--- config.mk ---
export PLATFORM = sky130hd
export DESIGN_NAME = rho_inv_serial
export DESIGN_NICKNAME = d
export VERILOG_FILES = /design/src/rtl/swan_pkg.sv /design/src/rtl/rho_col_bank.sv /design/src/rtl/rho_inv_serial.sv
export SDC_FILE = /design/constraint.sdc
export NUM_CORES = 1
export LEC_CHECK = 0
export CORE_MARGIN = 2
export CORE_UTILIZATION = 52
export DETAILED_ROUTE_END_ITERATION = 12
export GPL_TIMING_DRIVEN = 1
export PLACE_DENSITY_LB_ADDON = 0.12
export SLEW_MARGIN = 20
export SYNTH_ARGS = -nofsm -noshare
export SYNTH_HDL_FRONTEND = slang
export SYNTH_HIERARCHICAL = 1
export SYNTH_SLANG_ARGS = --single-unit
export TNS_END_PERCENT = 30
--- constraint.sdc ---
create_clock -name clk -period 2 [get_ports clk]
set_input_delay 0.2 -clock clk [delete_from_list [all_inputs] [get_ports clk]]
set_output_delay 0.2 -clock clk [all_outputs]
set_load 0.005 [all_outputs]
--- src/rtl/swan_pkg.sv ---
// Shared SWAN256 types for the column-serial rho datapath.
// Holds block/branch/column sizes, column and index types, bank states.
package swan_pkg;

  localparam int BLOCK_SIZE  = 256;
  localparam int SIDE_SIZE   = BLOCK_SIZE / 2;
  localparam int COLUMN_SIZE = SIDE_SIZE / 4;

  typedef logic [COLUMN_SIZE-1:0] col_t;
  typedef logic [1:0]             idx_t;

  typedef enum logic {
    LOAD = 1'b0,
    EMIT = 1'b1
  } bank_st_t;

endpackage

--- src/rtl/rho_col_bank.sv ---
// One column bank: 4-column store, write/read counters, t accumulator.
// Loads four columns, then replays them xored with the frozen t.
module rho_col_bank
  import swan_pkg::*;
(
  input  logic clk,
  input  logic rst_n,
  input  logic flush,
  input  logic wr_en,
  input  logic [COLUMN_SIZE-1:0] wr_data,
  input  logic rd_en,
  output logic emit,
  output logic wr_last,
  output logic rd_last,
  output logic [COLUMN_SIZE-1:0] rd_data,
  output idx_t rd_idx
);

  bank_st_t st;
  col_t     store [4];
  col_t     t_acc;
  idx_t     wcnt;
  idx_t     rcnt;

  always_ff @(posedge clk or negedge rst_n) begin
    if (!rst_n) begin
      st    <= LOAD;
      wcnt  <= '0;
      rcnt  <= '0;
      t_acc <= '0;
      store <= '{default: '0};
    end else if (flush) begin
      st    <= LOAD;
      wcnt  <= '0;
      rcnt  <= '0;
      t_acc <= '0;
    end else begin
      unique case (st)
        LOAD: begin
          if (wr_en) begin
            store[wcnt] <= wr_data;
            t_acc       <= t_acc ^ wr_data;
            wcnt        <= wcnt + 2'd1;
            if (wcnt == 2'd3) st <= EMIT;
          end
        end
        EMIT: begin
          if (rd_en) begin
            rcnt <= rcnt + 2'd1;
            if (rcnt == 2'd3) begin
              st    <= LOAD;
              t_acc <= '0;
            end
          end
        end
        default: st <= LOAD;
      endcase
    end
  end

  // t_acc is frozen while in EMIT, so this is the final t
  assign emit    = (st == EMIT);
  assign wr_last = (wcnt == 2'd3);
  assign rd_last = (rcnt == 2'd3);
  assign rd_data = store[rcnt] ^ t_acc;
  assign rd_idx  = rcnt;

endmodule

--- src/rtl/rho_inv_serial.sv ---
// Column-serial inverse rho layer (b_i = a_i ^ a0^a1^a2^a3).
// RHO_INV_PINGPONG_EN selects two banks loading/draining concurrently.
module rho_inv_serial
  import swan_pkg::*;
(
  input  logic clk,
  input  logic rst_n,
  input  logic flush,
  input  logic in_valid,
  output logic in_ready,
  input  logic [COLUMN_SIZE-1:0] in_data,
  output logic out_valid,
  input  logic out_ready,
  output logic [COLUMN_SIZE-1:0] out_data,
  output logic [1:0] out_idx,
  output logic out_last
);

`ifdef RHO_INV_PINGPONG_EN
  localparam int NB = 2;
`else
  localparam int NB = 1;
`endif

  logic [NB-1:0] emit;
  logic [NB-1:0] wr_last;
  logic [NB-1:0] rd_last;
  logic [NB-1:0] wr_en;
  logic [NB-1:0] rd_en;
  col_t          rd_data [NB];
  idx_t          rd_idx  [NB];

  logic in_fire;
  logic out_fire;
  logic sel_emit;
  col_t sel_data;
  idx_t sel_idx;

  assign in_fire  = in_valid && in_ready && !flush;
  assign out_fire = sel_emit && out_ready && !flush;

  for (genvar g = 0; g < NB; g++) begin : g_bank
    rho_col_bank u_bank (
      .clk     (clk),
      .rst_n   (rst_n),
      .flush   (flush),
      .wr_en   (wr_en[g]),
      .wr_data (in_data),
      .rd_en   (rd_en[g]),
      .emit    (emit[g]),
      .wr_last (wr_last[g]),
      .rd_last (rd_last[g]),
      .rd_data (rd_data[g]),
      .rd_idx  (rd_idx[g])
    );
  end

`ifdef RHO_INV_PINGPONG_EN
  logic wsel;
  logic rsel;

  always_comb begin
    wr_en       = '0;
    rd_en       = '0;
    wr_en[wsel] = in_fire;
    rd_en[rsel] = out_fire;
  end

  assign in_ready = !emit[wsel];
  assign sel_emit = emit[rsel];
  assign sel_data = rd_data[rsel];
  assign sel_idx  = rd_idx[rsel];

  // write and read pointers hop banks independently
  always_ff @(posedge clk or negedge rst_n) begin
    if (!rst_n) begin
      wsel <= 1'b0;
      rsel <= 1'b0;
    end else if (flush) begin
      wsel <= 1'b0;
      rsel <= 1'b0;
    end else begin
      if (in_fire && wr_last[wsel]) wsel <= !wsel;
      if (out_fire && rd_last[rsel]) rsel <= !rsel;
    end
  end
`else
  logic unused_last;

  assign unused_last = ^{wr_last, rd_last};
  assign wr_en    = in_fire;
  assign rd_en    = out_fire;
  assign in_ready = !emit[0];
  assign sel_emit = emit[0];
  assign sel_data = rd_data[0];
  assign sel_idx  = rd_idx[0];
`endif

  assign out_valid = sel_emit;
  assign out_data  = sel_emit ? sel_data : '0;
  assign out_idx   = sel_emit ? sel_idx : 2'd0;
  assign out_last  = sel_emit && (sel_idx == 2'd3);

endmodule
---- Word-level counts from Yosys, hierarchy flattened ----
Cells that the tools add are included.
word-level totals
  input port bits ......................... 37
  flip-flop bits (word level) ............. 165
  output and inout port bits .............. 37
  word-level logic and storage cells ...... 65
cells by class
  reduce and logical (&&, ||, !) cells .... 15
  add/subtract/negate cells ............... 2
  order comparisons ....................... 3
  equality and inequality tests ........... 6
  bitwise gates (word level) .............. 6
  multiplexer cells ....................... 25
operators with widths
  cell                   count
  $mux W32               8
  $bwmux W128            1
  $bmux W32 S2           1
  $demux W32 S2          1
  $pmux W32 S2           1
  $xor A32 B32 Y32       2
  $mux W2                7
  $ne A3 B2 Y1 const B   3
  $ge A3 B3 Y1 const B   2
  $logic_and A1 B1 Y1    6
  $not A2 Y3             2
  $reduce_and A3 Y1      2
  $reduce_bool A2 Y1     3
  $mux W1                5
  $add A2 B1 Y2 const B  2
  $eq A2 B2 Y1 const B   2
  $reduce_and A2 Y1      2
  $lt A3 B1 Y1 const B   1
  $logic_not A1 Y1       2
  $ne A2 B2 Y1 const B   1
  $not A1 Y1             2
  $pmux W1 S2            1

---- Depth between registers and ports, before layout ----
Gate-level depths: netlist of the first run.
  depth after elaboration ................. 6
  mapped depth ............................ 8
  mapped depth without buffers ............ 5

---- Hierarchy ----
Netlist of the first run, hierarchy kept.
modules (own cells, without submodules)
  module          instances  cells an instance  seq. area each (µm²)  area each (µm²)
  rho_col_bank    1          589                4129.0                7841.3
  rho_inv_serial  1          42                 0.0                   292.8

---- Worst setup path after synthesis of the first run ----
OpenSTA, ideal clock, no wires.
  path kind ............................... reg-to-reg
  start ................................... register g_bank[0].u_bank.st
  end ..................................... register g_bank[0].u_bank/store[10] (netlist name)
  path slack .............................. -0.122 ns
  cell stages (with the launch flop) ...... 9
  setup time .............................. 0.127 ns
  period minus slack after synthesis ...... 2.122 ns
  path buffers ............................ 4
  arrival time ............................ 1.994 ns
  required time ........................... 1.873 ns
  path through ............................ dfrtp_1 -> buf_6 -> buf_6 -> nor3b_2 -> nor3b_4 -> and2_1 -> buf_2 -> buf_6 -> mux2_1
between the ends
  word-level cells in the longest chain between the ends .. 4
  elaborated cells between the ends (all ways) .. 5
  classes of those cells .................. bitwise (1); reduce/logical (4)
ends and longest elaborated chain
  element                           line                  source
  start: declaration                rho_col_bank.sv:19    bank_st_t st;
  start signal: assignment          rho_col_bank.sv:27    st <= LOAD;
  start signal: assignment          rho_col_bank.sv:33    st <= LOAD;
  start signal: assignment          rho_col_bank.sv:44    if (wcnt == 2'd3) st <= EMIT;
  $logic_not A1 Y1                  rho_inv_serial.sv:93  assign in_ready = !emit[0];
  $logic_and A1 B1 Y1 (2 in a row)  rho_inv_serial.sv:39  assign in_fire = in_valid && in_ready && !flush;
  via in_fire                       rho_inv_serial.sv:33  logic in_fire;
  $reduce_and A3 Y1 (no line)       n/a
  end signal: indexed assignment    rho_col_bank.sv:41    store[wcnt] <= wr_data;
  end: declaration                  rho_col_bank.sv:20    col_t store [4];
The timed path passes the listed nets, and every way through them passes these cells.
A chain may end at the register's enable or synchronous reset.

==> metrics, run 1 <==
CTS max path bufs 2; Syn-to-layout area delta 24.2%; largest driver fanout on the critical path 5; arrival time of the worst setup path between 2 and 2.5 ns; worst-case reg-to-reg path depth 5; Power per Cell Area between 800 and 900 nW/um^2; unrepaired setup endpoints after global routing true; max cap viols 0; die outline height around 130 um; power after layout 8.91 mW; number of diodes 0; sequential area share after synthesis 0.508; Hold Crit Depth 3; most common cell after layout, fill and taps aside dfrtp_1; root buf cell clkbuf_16; Netlist cell types 31; Routability Congestion about 0.78; initial antenna violation count 0; startpoint class of the critical path flip-flop; Synth Register Bits 165; area share of the largest cell type after synthesis 0.508; failing checks negative setup slack; die boundary width between 100 and 150 um; IO Pins 74; ys flop type dfrtp_1; cts bufs inserted 17; Hold WC Path Type input pin to flip-flop; Avg Synthesized Cell Area approximately 13 um^2; overall overflow remaining after global route 0; Nets between 700 and 800; GRT Total Usage 0.245; routed length per placed instance slightly below 20 um; area leader, netlist dfrtp_1; share of flip-flops with an asynchronous set or reset 1.00; hold_sp flush; wire length of the first global-routing pass roughly 30000 um; cell count after synthesis approximately 630; cell leakage power around 4.5 nW; YS warnings 6; Worst EP required ~1.8 ns; H-tree lvl count 4; worst-case hold slack around 0.29 ns; Worst setup EP type primary output; clock period minus worst slack around 2.3 ns; Initial DRT Pass Iterations 4; Max transition margin 0.619; IR Drop Worst-Case VDD 0.481 mV; post-route core utilization 0.662; commonest cells after routing, fill and taps aside 162 x dfrtp_1, 91 x mux2_1, 37 x mux2_2; Routed Wire Length ~19000 um; number of pins exceeding their max-slew limit in the final report 0; Port-buffer cells 73; cell area after synthesis just over 8000 um^2; HPWL after DPL around 12000 um; Max Clock Skew ~0.011 ns; Crit. Startpoint g_bank[0].u_bank/rd_idx[0]; largest net degree at the start of global routing 58; Max Freq roughly 0.43 GHz; DR DRC count 0; startpoint of the most critical register-to-register path g_bank[0].u_bank/emit; via count of the first global-routing pass between 5000 and 6000; transition at the pin with the smallest max-transition slack ~0.57 ns; Site Rows 45; Initial Utilization 0.533; final instance count without filler cells roughly 950; cells taking the most area after synthesis dfrtp_1 51%, mux2_1 13%, mux4_2 8.9%, mux2_2 5.1%, xnor2_1 3.6%; final antenna-violating net count 0; area of the placeable core between 15000 and 20000 um^2; Clock Latency Late Sink roughly 0.43 ns; final hold vios 0; Starting DRT DRC Count a little under 300; placed cell count around 900; share of layout cells above drive strength 1 0.282; vias per cell 5.64; clock-pin slew on the worst setup and hold paths about 0.060 ns; count of vias placed by the detailed router around 5300; Synth Net Count between 600 and 700; filler cell count in the final layout 1144; crit share post-route 1.17; run status complete, but fails checks; slack of the critical path -0.345 ns; total setup violations reported at the end of the flow 32; Post-Place Setup Slack -0.203 ns; Worst Setup Path Type flip-flop to primary output; number of sinks on the clock net 165; TritonCTS clock tree built; number of enable flip-flop cells after synthesis 0; Die Outline Area approximately 17000 um^2
[stage by stage]
stage | instance area [um^2] | TNS, ns
floorplan | 8150 | -2.53
global placement | 9300 | -13.17
detailed placement | 9300 | -17.24
CTS | 10100 | -10.29
global route | 10100 | -10.94
finish | 10100 | -8.40
[path summary, 6_finish.rpt]
check,slack [ns],endpoint
setup / recovery,-0.34,out_data[31]
hold / removal,0.29,g_bank[0].u_bank/wcnt[0]
setup reg to reg,0.11,g_bank[0].u_bank/store[97]
hold reg to reg,0.48,g_bank[0].u_bank/store[108]
max in group asynchronous,0.98,g_bank[0].u_bank/rd_idx[0]
min in group asynchronous,0.32,g_bank[0].u_bank/store[72]
[synth_stat cells (2+ instances only)]
master / number
nor3_1: 32
clkbuf_1: 16
nand3_1: 34
inv_1: 36
and2_2: 7
mux4_2: 32
xnor2_1: 33
ha_1: 5
buf_1: 2
o21ai_0: 32
buf_6: 12
nand2_1: 4
and2_1: 30
mux2_2: 37
a31oi_1: 32
dfrtp_1: 165
buf_4: 4
mux2_1: 91
nor2_1: 3
buf_2: 13
[layer usage]
metal / part of all wire / up-vias / routed length [um] / track usage
met5: 0 / - / 0 / 0
met4: 0.012 / 0 / 233 / 0.0902
met3: 0.041 / 19 / 767 / 0.0372
met2: 0.51 / 128 / 9610 / 0.406
met1: 0.44 / 2761 / 8200 / 0.331
li1: - / 2441 / - / -
[flip-flops by register name, summed over array words and instances, names as in the netlist]
register and flops:
g_bank.u_bank/emit 1, g_bank.u_bank/rd_idx 2, g_bank.u_bank/store 128, g_bank.u_bank/t_acc 32, g_bank.u_bank/wcnt 2
[final cells by class]
cell class | instances | area [um^2] | share of cell area
Sequential cell | 165 | 4130 | 0.409
Multi-Input combinational cell | 382 | 3670 | 0.363
Timing Repair Buffer | 122 | 1270 | 0.125
Tap cell | 211 | 264 | 0.0261
Inverter | 36 | 135 | 0.0134
Clock buffer | 25 | 515 | 0.0510
Clock inverter | 7 | 116 | 0.0115
[critical path: stages (launching register included)]
cell and delay [ns]:
dfrtp_2 0.39, buf_6 0.13, buf_12 0.10, buf_12 0.12, mux4_2 0.54, xnor2_2 0.16
and2_4 0.16, buf_6 0.11
[power breakdown]
group	switching, mW	leakage (nW)	internal [mW]
clock	1.29	0.309	2.16
combinational	0.558	2.08	0.802
sequential	0.241	2.16	3.85
total	2.09	4.55	6.82
[kinds of logic after synthesis]
family          after synthesis  synth area share
xor+xnor                     34            0.0366
fa+ha+maj                     5           0.00769
simple gates                116            0.0812
compound gates               66            0.0460
buf+inv                      84            0.0538
mux                         161             0.267
flops                       165             0.508
[what timing repair did]
item | in CTS | in global routing
endpoints found under the setup margin | 35 | 34
gates resized for setup | 147 | 10
setup buffers | 11 | 0
pin swaps | 34 | 24
hold buffers | 1 | 0
cloned | 4 | 0
hold endpoints to repair | 51 | 0
(Power assumes the default switching activity.)
==> run 2: changes to the inputs <==
- CORE_UTILIZATION: 52 -> 58
- clock period: 2 -> 2.5 ns (I/O delays scaled with it)
==> metrics, run 2 (synthesis gave the netlist of run 1 again) <==
run status complete, but fails checks; failing checks negative setup slack; final hold vios 0; max cap viols 0; Max transition margin 0.606; Initial DRT Pass Iterations 5; Die Outline Area roughly 15000 um^2; most common cell after layout, fill and taps aside dfrtp_1; count of vias placed by the detailed router 5527; wire length of the first global-routing pass 30200 um; startpoint class of the critical path flip-flop; initial antenna violation count 0; CTS max path bufs 2; number of flip-flops under the largest register name approximately 130; transition at the pin with the smallest max-transition slack between 0.5 and 0.6 ns; TritonCTS clock tree built; HPWL after DPL 11200 um; clock period minus worst slack around 2.6 ns; commonest cells after routing, fill and taps aside 162 x dfrtp_1, 91 x mux2_1, 39 x clkdlybuf4s50_1; delay-heaviest family, CP buffers and inverters; Worst EP required between 2 and 2.5 ns; largest driver fanout on the critical path 5; share of layout cells above drive strength 1 0.248; unrepaired setup endpoints after global routing true; root buf cell clkbuf_16; Max Clock Skew between 0.006 and 0.007 ns; via count of the first global-routing pass just under 6000; critical path's largest stage delay 0.51 ns; Site Rows 43; filler cell count in the final layout about 920; Hold WC Path Type input pin to flip-flop; area of the placeable core around 14000 um^2; Power per Cell Area around 690 nW/um^2; Starting DRT DRC Count about 400; largest net degree at the start of global routing 78; Clock Latency Late Sink between 0.4 and 0.5 ns; Nets roughly 770; Slowest-stage cell, CP mux4_2; CP most frequent cell buf_4; Worst Setup Path Type flip-flop to primary output; buffer and inverter count on the worst path 4; cell leakage power around 4.6 nW; cts bufs inserted 17; Initial Utilization 0.591; Routability Congestion approximately 0.76; overall overflow remaining after global route 0; IO Pins 74; Biggest register g_bank.u_bank/store; clock-pin slew on the worst setup and hold paths 0.06 ns; worst-case hold slack roughly 0.33 ns; Syn-to-layout area delta 23.6%; arrival time of the worst setup path about 2.4 ns; H-tree lvl count 4; number of sinks on the clock net 165; number of diodes 0; sequence of cells on the critical path buf_4, clkbuf_16, buf_4, mux4_2, xnor2_2, and2_1, dlygate4sd2_1; number of pins exceeding their max-slew limit in the final report 0; Routed Wire Length between 15000 and 20000 um; leading registers by flop count g_bank.u_bank/store: 128 flops, g_bank.u_bank/t_acc: 32 flops; slack of the critical path -0.110 ns; die outline height ~120 um; setup tns final -1.05 ns; routed length per placed instance approximately 21 um; DR DRC count 0; die boundary width roughly 120 um; vias per cell 5.99; crit share post-route 1.04; IR Drop Worst-Case VDD between 0.5 and 0.6 mV; Port-buffer cells 73; total setup violations reported at the end of the flow 15; final antenna-violating net count 0; GRT Total Usage 0.270; Max Freq 0.383 GHz; Worst setup EP type primary output
==> run 2: cell count changes in the layout (fill, tap and decap cells not counted), moves of 5 or more <==
cell            change
buf_2              -22
buf_12              -6
and2_2              +6
dlygate4sd2_1      +17
clkinvlp_4          +5
and2_4              -7
buf_4              +16
buf_6              -12
dlymetal6s2s_1      +5
==> run 2: worst paths after layout <==
check | from | end | slack, ns | cells after the start
setup / recovery | g_bank[0].u_bank/rd_idx[0] | out_data[22] | -0.11 | 7
hold / removal | flush | g_bank[0].u_bank/wcnt[1] | 0.33 | 3
setup reg to reg | g_bank[0].u_bank/rd_idx[0] | g_bank[0].u_bank/t_acc[2] | 0.51 | 7
hold reg to reg | g_bank[0].u_bank/store[19] | g_bank[0].u_bank/store[19] | 0.48 | 1
max in group asynchronous | rst_n | g_bank[0].u_bank/store[115] | 1.34 | 3
min in group asynchronous | rst_n | g_bank[0].u_bank/t_acc[8] | 0.37 | 2
==> run 2: worst min-delay path, stage by stage <==
cell and delay, ns:
buf_2 0.14, buf_12 0.20, nor2_1 0.11
==> run 2: report_power, final <==
part | total [mW] | internal, mW | switching (mW)
sequential | 3.29 | 3.08 | 0.206
combinational | 1.09 | 0.633 | 0.460
clock | 2.58 | 1.52 | 1.06
total | 6.97 | 5.24 | 1.73
==> run 2: timing repair <==
item | CTS | global route
endpoints found under the setup margin | 32 | 17
hold buffers | 1 | 0
endpoints found under the hold margin | 58 | 0
resized for setup | 39 | 14
setup buffers | 1 | 24
pin swaps | 0 | 6
cloned | 1 | 2
==> run 2: cell type report <==
| class | instances | area [um^2] | area share |
|---|---|---|---|
| Tap cell | 180 | 225 | 0.0224 |
| Timing Repair Buffer | 127 | 1320 | 0.131 |
| Clock buffer | 21 | 460 | 0.0458 |
| Inverter | 36 | 135 | 0.0134 |
| Multi-Input combinational cell | 382 | 3660 | 0.364 |
| Sequential cell | 165 | 4130 | 0.411 |
| Clock inverter | 11 | 128 | 0.0127 |
==> run 2: through the flow <==
| step | power (mW) | setup WS (ns) | cells | utilization | instance area (um^2) |
|---|---|---|---|---|---|
| floorplan | 3.99 | 0.378 | 631 | - | 8130 |
| global placement | 4.28 | 0.262 | 861 | 0.661 | 9110 |
| detailed placement | 4.36 | 0.224 | 861 | 0.661 | 9110 |
| CTS | 7.02 | -0.182 | 896 | 0.712 | 9800 |
| global route | 7.25 | -0.190 | 922 | 0.730 | 10100 |
| finish | 6.97 | -0.110 | 922 | 0.730 | 10100 |
==> run 2: layer usage <==
layer	GRT usage	wire (um)	vias to the layer above
met5	0	0	-
met4	0.102	286	0
met3	0.0432	923	25
met2	0.454	9740	183
met1	0.356	8300	2861
li1	-	-	2458
==> run 3: changes to the inputs <==
- ABC_AREA: default -> 1
- CORE_UTILIZATION: 58 -> 59
==> metrics, run 3 <==
run status finished, final reports clean; portion of total power attributed to the clock network 0.388; Syn-to-layout area delta 19.3%; Biggest register g_bank.u_bank/store; placed instance area ~9800 um^2; most repeated cell in the gate-level netlist after synthesis nand2_1; DR DRC count 0; met1 Use GR 0.431; number of flip-flops under the largest register name around 130; cell area after synthesis roughly 8800 um^2; met2 track demand over resource 0.487; sequential group share of total power 0.450; share of total power consumed by net switching 0.280; RR Endpoint g_bank[0].u_bank/t_acc[28]; commonest cells after routing, fill and taps aside 613 x nand2_1, 164 x dfrtp_1, 133 x nand3_1; power after layout approximately 7.4 mW; transition at the pin with the smallest max-transition slack between 0.6 and 0.7 ns; final instance count without filler cells approximately 1500; largest net degree at the start of global routing 65; Initial DRT Pass Iterations 5; Max Clock Skew just under 0.009 ns; initial antenna violation count 0; global-route layer with the greatest usage met2; number of sinks on the clock net 165; area leader, netlist dfrtp_1; cells taking the most area after synthesis dfrtp_1 47%, nand2_1 26%, nand3_1 7.5%, o21ai_1 6.2%, inv_1 4.6%; Site Rows 44; Synth Register Bits 165; Avg Synthesized Cell Area 6.90 um^2; Routed Wire Length approximately 23000 um; GRT Total Usage 0.306; overall overflow remaining after global route 0; logic gate share of total power 0.162; final antenna-violating net count 0; ys flop type dfrtp_1; cell count after synthesis 1278; most common cell after layout, fill and taps aside nand2_1; met3 global-route usage 0.0548; die outline height around 130 um; Worst Setup Path Type flip-flop to primary output; TritonCTS clock tree built; share of flip-flops with an asynchronous set or reset 1.00; final hold vios 0; Die Outline Area about 16000 um^2; vias per cell 5.42; count of vias placed by the detailed router about 8300; number of diodes 0; Power per Cell Area approximately 710 nW/um^2; unrepaired setup endpoints after global routing true; CTS max path bufs 2; total setup violations reported at the end of the flow 0; wire length of the first global-routing pass just under 40000 um; clock-pin slew on the worst setup and hold paths about 0.060 ns; Initial Utilization 0.605; largest driver fanout on the critical path 18; YS warnings 6; Synth Net Count 1320; routed length per placed instance 15.2 um; IR Drop Worst-Case VDD 0.522 mV; cts bufs inserted 17; Max Freq between 0.4 and 0.5 GHz; Routability Congestion about 0.80; number of pins exceeding their max-slew limit in the final report 0; Worst setup EP type primary output; Netlist cell types 16; cell leakage power roughly 5.6 nW; sequential area share after synthesis 0.468; root buf cell clkbuf_16; via count of the first global-routing pass between 7000 and 8000; worst-case reg-to-reg path depth 9; Worst EP required between 2 and 2.5 ns; placed cell count about 1500; Internal roughly 5.4 mW; Starting DRT DRC Count 800; crit share post-route 0.985; Max transition margin 0.558; area share of the largest cell type after synthesis 0.468; Nets 1384; post-route cell area 10500 um^2; Hold WC Path Type input pin to async pin; flop-to-flop setup slack between 0.6 and 0.7 ns; area of the placeable core ~15000 um^2; number of enable flip-flop cells after synthesis 0; share of layout cells above drive strength 1 0.0628; max cap viols 0; die boundary width around 130 um; clock period minus worst slack roughly 2.5 ns; H-tree lvl count 4; HPWL after DPL about 14000 um; IO Pins 74; Clock Latency Late Sink ~0.43 ns; startpoint class of the critical path flip-flop; most used standard cells in the synthesized netlist 614 x nand2_1, 165 x dfrtp_1, 133 x nand3_1; startpoint of the most critical register-to-register path g_bank[0].u_bank/emit; Port-buffer cells 73; net switching component of the power 2.08 mW; arrival time of the worst setup path 2.21 ns; leading registers by flop count g_bank.u_bank/store: 128 flops, g_bank.u_bank/t_acc: 32 flops
## run 3: cell types whose count changed in the layout (fill, tap and decap cells not counted), moves of 33 or more
cell	before	now
nand2_1	4	613
o21ai_1	0	109
nand3_1	34	133
mux2_1	91	0
inv_1	36	109
mux2_2	37	0
clkdlybuf4s50_1	39	72
## run 3: metal layers
metal,vias to the layer above,wire length [um]
li1,4126,-
met1,3899,10400
met2,285,11200
met3,25,1490
met4,0,311
met5,-,0
## run 3: how the worst max path moves through the flow
stage / start / endpoint / slack (ns)
after CTS: g_bank[0].u_bank/rd_idx[0] / out_data[27] / 0.05
after global routing: g_bank[0].u_bank/rd_idx[0] / out_data[7] / -0.04
after global placement: g_bank[0].u_bank/rd_idx[0] / out_data[17] / 0.45
after floorplan: g_bank[0].u_bank/emit / g_bank[0].u_bank/t_acc[13] / 0.72
final: g_bank[0].u_bank/rd_idx[0] / out_data[27] / 0.04
after detailed placement: g_bank[0].u_bank/rd_idx[0] / out_data[27] / 0.41
## run 3: through the flow
| step | utilization | worst slack, ns | hold WS (ns) | TNS, ns |
|---|---|---|---|---|
| final | 0.722 | 0.0377 | 0.394 | 0 |
| after global routing | 0.722 | -0.0356 | 0.452 | -0.247 |
| after CTS | 0.719 | 0.0455 | 0.416 | 0 |
| after detailed placement | 0.674 | 0.411 | 0.303 | 0 |
| after global placement | 0.674 | 0.453 | 0.296 | 0 |
| after floorplan | - | 0.716 | -0.0456 | 0 |
## run 3: kinds of logic after synthesis
logic type | Yosys count | share of synthesized area
and+or+nand+nor | 757 | 0.344
buffers and inverters | 183 | 0.0859
AOI/OAI and AO/OA | 168 | 0.0953
DFF | 165 | 0.468
adders and majority gates | 5 | 0.00709
## run 3: final cells by class
| cell class | instances | area, um^2 |
|---|---|---|
| fillers | 1203 | 4060 |
| inverters | 112 | 423 |
| repair buffers | 116 | 1160 |
| multi-input cells | 930 | 3940 |
| clock buffers | 18 | 439 |
| flip-flops and latches | 165 | 4130 |
| well taps | 184 | 230 |
| clock inverters | 13 | 206 |
## run 3: timing repair
action / CTS / global route
buffers inserted: 1 / 0
hold buffers: 1 / 0
gates cloned: 0 / 1
gates resized for setup: 0 / 4
endpoints found under the hold margin: 60 / 0
setup endpoints to repair: 22 / 27
## run 3: critical path: stages, from the launching register on
cell,delay [ns]
dfrtp_2,0.48
inv_4,0.14
buf_12,0.18
nand2_1,0.07
nand3_1,0.11
nand3_1,0.08
nand2_1,0.07
nand2_1,0.05
inv_1,0.07
clkdlybuf4s50_1,0.52
## run 3: power by group through the flow
stage,clock [mW],sequential (mW),combinational [mW]
floorplan,0,3.32,0.837
global placement,0,3.37,1.15
detailed placement,0,3.38,1.19
CTS,2.90,3.34,1.20
global route,3.01,3.40,1.41
finish,2.89,3.35,1.20
